<file path="src/rtl/row_vector_pkg.sv">
// Shared types and constants for the row-by-vector issue path: FSM encoding,
// datapath widths, watchdog limit and the chunk-count clamp.
package row_vector_pkg;

  localparam int unsigned CHUNK_W = 192;
  localparam int unsigned CPLX_W  = 64;

  localparam int unsigned WD_W     = 6;
  localparam logic [5:0]  WD_LIMIT = 6'd32;

  typedef enum logic [1:0] {
    StIdle,
    StFetch,
    StIssue,
    StWait
  } issuer_state_e;

  // A zero chunk count still issues one chunk; anything above the maximum saturates.
  function automatic logic [3:0] clamp_multiples(input logic [3:0] raw, input logic [3:0] max_n);
    if (raw == 4'd0) begin
      return 4'd1;
    end else if (raw > max_n) begin
      return max_n;
    end else begin
      return raw;
    end
  endfunction

endpackage

</file>
<file path="src/rtl/row_result_fifo.sv">
// Small synchronous FIFO holding completed row sums; supports push and pop in
// the same cycle, including when full.
module row_result_fifo #(
  parameter int unsigned Width = 64,
  parameter int unsigned Depth = 4
) (
  input  logic             clk,
  input  logic             reset,
  input  logic             push,
  input  logic [Width-1:0] push_data,
  input  logic             pop,
  output logic [Width-1:0] head,
  output logic             empty,
  output logic             full
);

  localparam int unsigned PtrW = (Depth > 1) ? $clog2(Depth) : 1;
  localparam int unsigned CntW = $clog2(Depth + 1);

  logic [Width-1:0] mem [Depth];
  logic [PtrW-1:0]  wr_q, rd_q;
  logic [CntW-1:0]  cnt_q;
  logic             do_push, do_pop;

  function automatic logic [PtrW-1:0] next_ptr(input logic [PtrW-1:0] ptr);
    return (ptr == PtrW'(Depth - 1)) ? '0 : ptr + PtrW'(1);
  endfunction

  always_comb begin
    empty   = (cnt_q == '0);
    full    = (cnt_q == CntW'(Depth));
    do_pop  = pop && !empty;
    do_push = push && (!full || do_pop);
    head    = mem[rd_q];
  end

  always_ff @(posedge clk) begin
    if (do_push) begin
      mem[wr_q] <= push_data;
    end
  end

  always_ff @(posedge clk or negedge reset) begin
    if (!reset) begin
      wr_q  <= '0;
      rd_q  <= '0;
      cnt_q <= '0;
    end else begin
      if (do_push) begin
        wr_q <= next_ptr(wr_q);
      end
      if (do_pop) begin
        rd_q <= next_ptr(rd_q);
      end
      if (do_push && !do_pop) begin
        cnt_q <= cnt_q + CntW'(1);
      end else if (do_pop && !do_push) begin
        cnt_q <= cnt_q - CntW'(1);
      end
    end
  end

endmodule

</file>
<file path="src/rtl/row_vector_issuer.sv">
// Streams one row of 192-bit chunks (plus matching vector chunks) into the
// row-by-vector unit and queues its row sums. Define ROW_ISSUER_TIMEOUT_EN for the WAIT watchdog.
module row_vector_issuer
  import row_vector_pkg::*;
#(
  parameter int unsigned MAX_MULTIPLES = 8,
  parameter int unsigned FIFO_DEPTH    = 4
) (
  input  logic               clk,
  input  logic               reset,
  input  logic               row_start,
  input  logic [3:0]         row_multiples,
  output logic [2:0]         chunk_addr,
  input  logic [CHUNK_W-1:0] row_chunk_data,
  input  logic [CHUNK_W-1:0] vec_chunk_data,
  output logic [CHUNK_W-1:0] a,
  output logic [CHUNK_W-1:0] p,
  output logic               start_row_by_vector,
  output logic [3:0]         number_of_multiples,
  input  logic               decoder_read_now,
  input  logic [CPLX_W-1:0]  result,
  output logic [CPLX_W-1:0]  row_result,
  output logic               row_result_valid,
  input  logic               row_result_ready,
  output logic               busy,
  output logic               overflow_err,
  output logic               timeout_err
);

  localparam logic [3:0] MaxMul = 4'(MAX_MULTIPLES);

  issuer_state_e      state_q, state_d;
  logic [2:0]         k_q, k_d;
  logic [3:0]         n_q, n_d;
  logic [CHUNK_W-1:0] a_q, p_q;
  logic               start_q;
  logic               overflow_q;
  logic               fifo_push, fifo_empty, fifo_full;
  logic               timeout_hit;

`ifdef ROW_ISSUER_TIMEOUT_EN
  logic [WD_W-1:0] wd_q;
  logic            timeout_q;

  always_ff @(posedge clk or negedge reset) begin
    if (!reset) begin
      wd_q      <= '0;
      timeout_q <= 1'b0;
    end else begin
      wd_q      <= (state_q == StWait) ? wd_q + WD_W'(1) : '0;
      timeout_q <= timeout_q | timeout_hit;
    end
  end

  assign timeout_err = timeout_q;
`else
  assign timeout_err = 1'b0;
`endif

  always_comb begin
    state_d     = state_q;
    k_d         = k_q;
    n_d         = n_q;
    fifo_push   = 1'b0;
    timeout_hit = 1'b0;
    unique case (state_q)
      StIdle: begin
        // Credit check: only start a row whose result is guaranteed a FIFO slot.
        if (row_start && !fifo_full) begin
          n_d     = clamp_multiples(row_multiples, MaxMul);
          k_d     = 3'd0;
          state_d = StFetch;
        end
      end
      StFetch: state_d = StIssue;
      StIssue: begin
        if (({1'b0, k_q} + 4'd1) < n_q) begin
          k_d     = k_q + 3'd1;
          state_d = StFetch;
        end else begin
          state_d = StWait;
        end
      end
      StWait: begin
        if (decoder_read_now) begin
          fifo_push = 1'b1;
          state_d   = StIdle;
        end
`ifdef ROW_ISSUER_TIMEOUT_EN
        else if (wd_q == WD_LIMIT - 6'd1) begin
          timeout_hit = 1'b1;
          state_d     = StIdle;
        end
`endif
      end
      default: state_d = StIdle;
    endcase
  end

  always_ff @(posedge clk or negedge reset) begin
    if (!reset) begin
      state_q    <= StIdle;
      k_q        <= '0;
      n_q        <= '0;
      a_q        <= '0;
      p_q        <= '0;
      start_q    <= 1'b0;
      overflow_q <= 1'b0;
    end else begin
      state_q    <= state_d;
      k_q        <= k_d;
      n_q        <= n_d;
      // Read data for chunk k arrives during ISSUE; a/p and the pulse appear together next cycle.
      start_q    <= (state_q == StIssue);
      overflow_q <= overflow_q | (decoder_read_now && (state_q != StWait));
      if (state_q == StIssue) begin
        a_q <= row_chunk_data;
        p_q <= vec_chunk_data;
      end
    end
  end

  row_result_fifo #(
    .Width(CPLX_W),
    .Depth(FIFO_DEPTH)
  ) u_fifo (
    .clk      (clk),
    .reset    (reset),
    .push     (fifo_push),
    .push_data(result),
    .pop      (row_result_ready),
    .head     (row_result),
    .empty    (fifo_empty),
    .full     (fifo_full)
  );

  assign chunk_addr          = k_q;
  assign a                   = a_q;
  assign p                   = p_q;
  assign start_row_by_vector = start_q;
  assign number_of_multiples = n_q;
  assign row_result_valid    = !fifo_empty;
  assign busy                = (state_q != StIdle);
  assign overflow_err        = overflow_q;

endmodule

</file>
<file path="config.mk">
export PLATFORM = sky130hd
export DESIGN_NAME = row_vector_issuer
export DESIGN_NICKNAME = d
export VERILOG_FILES = /design/src/rtl/row_vector_pkg.sv /design/src/rtl/row_result_fifo.sv /design/src/rtl/row_vector_issuer.sv
export SDC_FILE = /design/constraint.sdc
export NUM_CORES = 1
export LEC_CHECK = 0
export ABC_CLOCK_PERIOD_IN_PS = 6100
export BUFFER_PORTS_ARGS = -buffer_cell sky130_fd_sc_hd__buf_2
export CORE_AREA = 2 2 356 358
export CTS_CLUSTER_SIZE = 16
export DETAILED_ROUTE_END_ITERATION = 6
export DIE_AREA = 0 0 358 360
export PLACE_DENSITY = 0.5
export SETUP_SLACK_MARGIN = 0.05
export SLEW_MARGIN = 20
export SYNTH_ARGS = -nofsm -noshare
export SYNTH_HDL_FRONTEND = slang
export SYNTH_SLANG_ARGS = --single-unit
</file>
<file path="constraint.sdc">
create_clock -name clk -period 6.1 [get_ports clk]
set_clock_uncertainty 0.15 [all_clocks]
set_input_delay 0.61 -clock clk [delete_from_list [all_inputs] [get_ports clk]]
set_output_delay 0.61 -clock clk [all_outputs]
set_load 0.1 [all_outputs]
</file>
==> results.md, run 1 <==
* # nets final at just under 4000
* Most common cell after layout, fill and taps aside: nand2_1
* Post-synth ARST share at 0.6109
* Measured slew at the worst slew-check pin at 1.132 ns
* Register area share after synthesis at 0.7238
* Post-CTS Setup Bufs at 0
* GRT Resource Usage Total at 0.1440
* CP max stage cell: dfrtp_4
* Antenna viol nets, final at 0
* First-pass GRT wire length at roughly 140 mm
* CTS tree: yes
* Outcome: completed
* Top_reg_cell synth: dfrtp_1
* Max Cap Viol at 0
* DR iter-0 viols at between 1000 and 1500
* WP data arrival at approximately 3.1 ns
* Die W at around 360 um
* Top-area cell type share of the netlist area at 0.4103
* Drt wl/cell at about 19 um
* Final period util at 0.6264
* Initial antenna violation count at 33
* CP Capture Type: output pin
* Final slew viol count at 0
* Post-synth top area cell: dfrtp_1
* CP max stage delay at about 0.7 ns
* HPWL after detailed placement at between 60 and 70 mm
* Max transition margin at 0.2455
* Final Hold Vio Count at 0
* Mapped Cells at about 2000
* Fillers at ~13000
* Yosys warnings at 0
* Via count at between 20000 and 25000
* Critical Setup Path Class: reg -> out
* # setup viols final at 0
* Synth unique cells at 38
* Total grt overflow at 0
* Share of layout cells above drive strength 1 at 0.3272
* Hold WS at 0.06337 ns
* Type of origin of the critical path: register
* Max FO, Critical Path at 31
* Largest cells by area after synthesis: dfrtp_1 (41%), edfxtp_1 (31%), nand2_1 (18%)
* Number of port buffers at a little over 900
* Mean Syn Cell Area at around 12 sq um
* Core area at approximately 120000 sq um
* Fmax achieved at between 200 and 300 MHz
* Initial core utilization at 0.1963
* First-pass detailed-route iteration total at 6
* HP Class: in -> reg
* Min cycle time layout at between 3 and 4 ns
* Yosys reg bits at 658
* Critical Path RT at 5.34 ns
* DIE AREA at ~130000 sq um
* H-tree Lvls at 3
* DRT Wirelength at ~96 mm
* Post-synth EDFFs at 256
* Syn nets at approximately 2500
* Vias in the first global route at between 20000 and 25000
* Most frequent cells in the layout: nand2_1 (1161), buf_2 (914), dlygate4sd3_1 (427)
* R2R setup slack at a little over 3 ns
* Post-CTS Hold Buffers at between 400 and 500
* Row cnt at 130
* Final Wtd Congestion at between 0.8 and 0.9
* Root Buffer: clkbuf_16
* Height of the die at between 300 and 400 um
* RSZ-0062 raised after global routing: no
* Clock slew at reported path FFs at around 0.060 ns
* Post-Syn Area at around 25000 sq um
* CTS buffer count at 78
* Largest net degree at the start of global routing at approximately 170
* Maximum clock path buffer count at 3
* Cell chain of the critical path: buf_16, buf_4, mux4_2, buf_2
* Clock sink count at roughly 660
* Post_cts resized at 0
* Total Negative Setup Slacks at 0 ns
* Worst-Skew Late Latency at between 0.6 and 0.7 ns
* Io pins at 917
* Drt drc at 0
* Area grow syn2layout at 54.73%
* Post-DR vias/cell at 3.942
worst max-delay path: cells and delay by family, from the launching register on:
family,cells,cell delay (ns)
buffers and inverters,3,1.04
DFF,1,0.70
muxes,1,0.59
layout make-up:
| type | instances | area (sq um) | share of cell area |
|---|---|---|---|
| Tap cell | 1650 | 2064 | 0.05442 |
| Clock inverter | 36 | 445.4 | 0.01174 |
| Clock buffer | 107 | 2202 | 0.05805 |
| Sequential cell | 658 | 17750 | 0.4679 |
| Antenna cell | 21 | 52.55 | 0.001385 |
| Inverter | 10 | 45.04 | 0.001187 |
| Timing Repair Buffer | 1357 | 9071 | 0.2391 |
| Multi-Input combinational cell | 1286 | 6304 | 0.1662 |
kinds of logic after synthesis:
logic type | after synthesis | share of synthesized area
buf+inv | 111 | 0.01980
mux | 68 | 0.06057
simple gates | 1183 | 0.1829
flops | 658 | 0.7238
compound gates | 19 | 0.005358
xor+xnor | 4 | 0.001429
fa+ha+maj | 11 | 0.005920
other cells | 1 | 0.0001529
cells in the mapped netlist (2+ instances only):
cell	n
nand3_1	2
mux2_2	3
a31oi_1	2
or3_1	2
and2_1	4
nand2_1	1162
clkbuf_1	38
mux4_2	64
nand2b_1	2
o21ai_0	5
dfrtp_1	402
ha_1	10
inv_1	9
edfxtp_1	256
nor2_1	6
a21o_1	2
buf_2	52
xor2_1	3
buf_1	10
a21oi_1	3
registers in the layout (all words and copies together) (netlist names), 2 cells and up:
name                 count
u_fifo.wr_q              2
u_fifo.mem             256
a                      192
number_of_multiples      4
u_fifo.cnt_q             3
state_q                  2
chunk_addr               3
u_fifo.rd_q              2
p                      192
routing by layer:
| layer | part of all wire | track usage |
|---|---|---|
| met2 | 0.47 | 0.2304 |
| met5 | 0.00089 | 0 |
| met1 | 0.39 | 0.1670 |
| met3 | 0.11 | 0.06641 |
| met4 | 0.029 | 0.05505 |
path summary, 6_finish.rpt:
check	start	end	depth (start not counted)
worst max register to register	state_q[0]	p[91]	6
max in group asynchronous	reset	a[164]	3
worst max-delay path	u_fifo.rd_q[0]	row_result[21]	4
worst min-delay path	vec_chunk_data[126]	p[126]	3
worst min register to register	overflow_err	overflow_err	1
min in group asynchronous	reset	a[0]	2
through the flow:
stage | setup WS (ns) | util | cell area, sq um | std cells
CTS | 1.867 | 0.3030 | 37860 | 5103
floorplan | 3.065 | - | 24520 | 2055
global route | 2.063 | 0.3036 | 37930 | 5121
finish | 2.279 | 0.3037 | 37940 | 5125
detailed placement | 2.616 | 0.2476 | 30930 | 4533
global placement | 2.619 | 0.2476 | 30930 | 4533
Power of run 1 is not shown: default switching activity piles up to over one toggle a cycle in this logic, so the estimate is an artifact.
==> inputs of run 2 (changes only) <==
- ABC_AREA: unset -> 1
- ABC_CLOCK_PERIOD_IN_PS: 6100 -> 3800
- CORE_AREA: 2 2 356 358 -> 2 2 358 360
- DIE_AREA: 0 0 358 360 -> 0 0 360 362
- clock period: 6.1 -> 3.8 ns (I/O delays scaled with it)
==> run 2 against run 1 <==
Against the previous run:
- via count is 10% higher
- flip-flop and latch count stayed put
- sequential share of layout area fell by 0.68 points
- cell count rose by 6.8%
- register-to-register slack got worse by 1.9 ns
- die area grew 1.1%
- wire length rose by 13%
- hold slack better by 0.16 ns
- global-route usage rose by 1.8 points
- critical path depth is 1 higher
- largest cell class unchanged
- synthesized area is 1.3% higher
==> results.md, run 2 <==
* Outcome: completed
* Syn nets at between 2000 and 3000
* Via count at between 20000 and 25000
* DIE AREA at 130300 sq um
* CP max stage delay at 0.49 ns
* Largest net degree at the start of global routing at roughly 130
* Max Cap Viol at 0
* Initial antenna violation count at slightly below 50
* # setup viols final at 0
* Synth unique cells at 29
* GRT Resource Usage Total at 0.1617
* Antenna viol nets, final at 0
* Share of layout cells above drive strength 1 at 0.2834
* CP max stage cell: dfrtp_4
* DRT Wirelength at around 110 mm
* Final WS setup at approximately 0.63 ns
* First-pass detailed-route iteration total at 5
* Clock slew at reported path FFs at approximately 0.060 ns
* Max transition margin at 0.4450
* Top_reg_cell synth: dfrtp_1
* Most common cell after layout, fill and taps aside: nand2_1
* Clock sink count at 658
* Post-synth top cells: nand2_1 (1177), dfrtp_1 (402), edfxtp_1 (256)
* Fillers at roughly 13000
* Top-area cell type share of the netlist area at 0.4050
* Fmax achieved at ~320 MHz
* Initial core utilization at 0.1960
* Post-DR vias/cell at roughly 4.1
* Drt wl/cell at between 15 and 20 um
* Register area share after synthesis at 0.7145
* Largest register FFs at 256
* Reg with most FFs: u_fifo.mem
* H-tree Lvls at 3
* CTS buffer count at 77
* Height of the die at 362 um
* Post-synthesis mux area share at 0
* Global routing's busiest layer: met2
* Total grt overflow at 0
* Cell chain of the critical path: clkinv_2, buf_4, o21ai_0, o22ai_1, buf_2
* Yosys reg bits at around 660
* Most frequent cells in the layout: nand2_1 (1177), buf_2 (914), dlygate4sd3_1 (462)
* Met3 Use GR at 0.05381
* Die W at 360 um
* CTS tree: yes
* Largest family of logic cells by synthesized area: simple AND/OR/NAND/NOR gates
* WP data arrival at ~2.6 ns
* Io pins at just over 900
* Post_cts resized at 0
* Hold WS at about 0.22 ns
* Critical Path RT at between 3 and 4 ns
* Compound-gate portion of the synthesized area at 0.04534
* Final Hold Vio Count at 0
* Type of origin of the critical path: register
* Mean Syn Cell Area at between 10 and 15 sq um
* Post-Place Worst Slack at 1.267 ns
* Maximum clock path buffer count at 3
* Root Buffer: clkbuf_16
* Drt drc at 0
* Top-count cell post-synth: nand2_1
* Final slew viol count at 0
* Mapped Cells at around 2400
* DR iter-0 viols at roughly 1600
* Critical Setup Path Class: reg -> out
* Post-route core utilization at 0.3038
* Number of port buffers at ~920
* Final period util at 0.8347
* CP bufs+invs at 3
* Post-synth ARST share at 0.6109
* Grt met1 use at 0.1942
* Yosys warnings at 0
* Min cycle time layout at ~3.2 ns
* Row cnt at 131
* Post-Syn Area at ~25000 sq um
* Final Wtd Congestion at 0.8856
* RSZ-0062 raised after global routing: no
* Area grow syn2layout at 54.97%
* HPWL after detailed placement at between 80 and 90 mm
* Xor and xnor fraction of the mapped netlist area at 0.0007053
* Synth Area in Adders at 0.005844
* # nets final at 4200
* Worst-Skew Late Latency at between 0.6 and 0.7 ns
* Largest cells by area after synthesis: dfrtp_1 (41%), edfxtp_1 (31%), nand2_1 (18%)
* HP Class: in -> async
* First-pass GRT wire length at between 150 and 200 mm
* Core area at around 130000 sq um
* Max FO, Critical Path at 32
* Post-synth EDFFs at about 260
* Crit-path leading delay family: buffers and inverters
* Post-synth top area cell: dfrtp_1
* CP Capture Type: output pin
* Vias in the first global route at between 20000 and 25000
* Grt met2 use at 0.2677
* Measured slew at the worst slew-check pin at between 0.8 and 0.9 ns
* Simple-gate share of the synthesized area at 0.2028
* Total Negative Setup Slacks at 0 ns
[run 2: cell count changes after synthesis, sizes merged, moves of 3 or more]
| cell | delta |
|---|---|
| a21oi | +5 |
| and2 | -4 |
| buf | +35 |
| clkbuf | -9 |
| inv | +17 |
| mux2 | -3 |
| mux4 | -64 |
| nand2 | +15 |
| nand3 | +7 |
| nor2 | +138 |
| o21ai | +129 |
| o22ai | +64 |
[run 2: area by class of cell]
class	count	area, sq um	share of cell area
repair buffers	1414	9679	0.2515
well taps	1662	2079	0.05402
diodes	22	55.05	0.001430
flip-flops and latches	658	17750	0.4612
clock buffers	108	2123	0.05516
multi-input cells	1554	6360	0.1652
inverters	27	115.1	0.002990
clock inverters	29	327.8	0.008516
[run 2: metal layers]
metal	vias to the layer above	routed length, um
li1	10400	-
met1	10750	43090
met2	935	51100
met3	199	10150
met4	2	3947
met5	-	13
[run 2: worst paths after layout]
check / start / end / slack [ns] / cells past startpoint
worst max register to register: state_q[0] / number_of_multiples[0] / 1.16 / 7
min in group clk: row_chunk_data[189] / a[189] / 0.28 / 4
worst min-delay path: reset / p[140] / 0.22 / 2
max in group asynchronous: reset / start_row_by_vector / 2.35 / 3
worst max-delay path: u_fifo.rd_q[0] / row_result[57] / 0.63 / 5
worst min register to register: overflow_err / overflow_err / 0.31 / 1
[run 2: cell families (layout without fill, tap and decap cells)]
| group | after synthesis | count (layout) |
|---|---|---|
| compound gates | 208 | 208 |
| xor+xnor | 2 | 2 |
| fa+ha+maj | 11 | 11 |
| buf+inv | 154 | 1578 |
| flops | 658 | 658 |
| other cells | 1 | 23 |
| simple gates | 1332 | 1332 |
[run 2: worst reg2reg max path, cell delays in order, from the launching register on]
cell and delay, ns:
dfrtp_1 0.46, nor2_1 0.20, nand3_2 0.21, nor2_1 0.28, o21ai_1 0.10, dlygate4sd3_1 0.56
nand2_1 0.06, dlygate4sd3_1 0.53
[run 2: repair_timing]
item                                   in CTS  in global routing
buffers inserted                            0                  0
endpoints found under the hold margin     726                  0
hold buffers                              462                  0
[run 2: per-stage QoR]
stage               cells  instance area (sq um)
finish               5474                  38490
global route         5468                  38480
CTS                  5452                  38440
detailed placement   4853                  31360
floorplan            2366                  24840
global placement     4853                  31360
Power of run 2 is left out for the same reason.
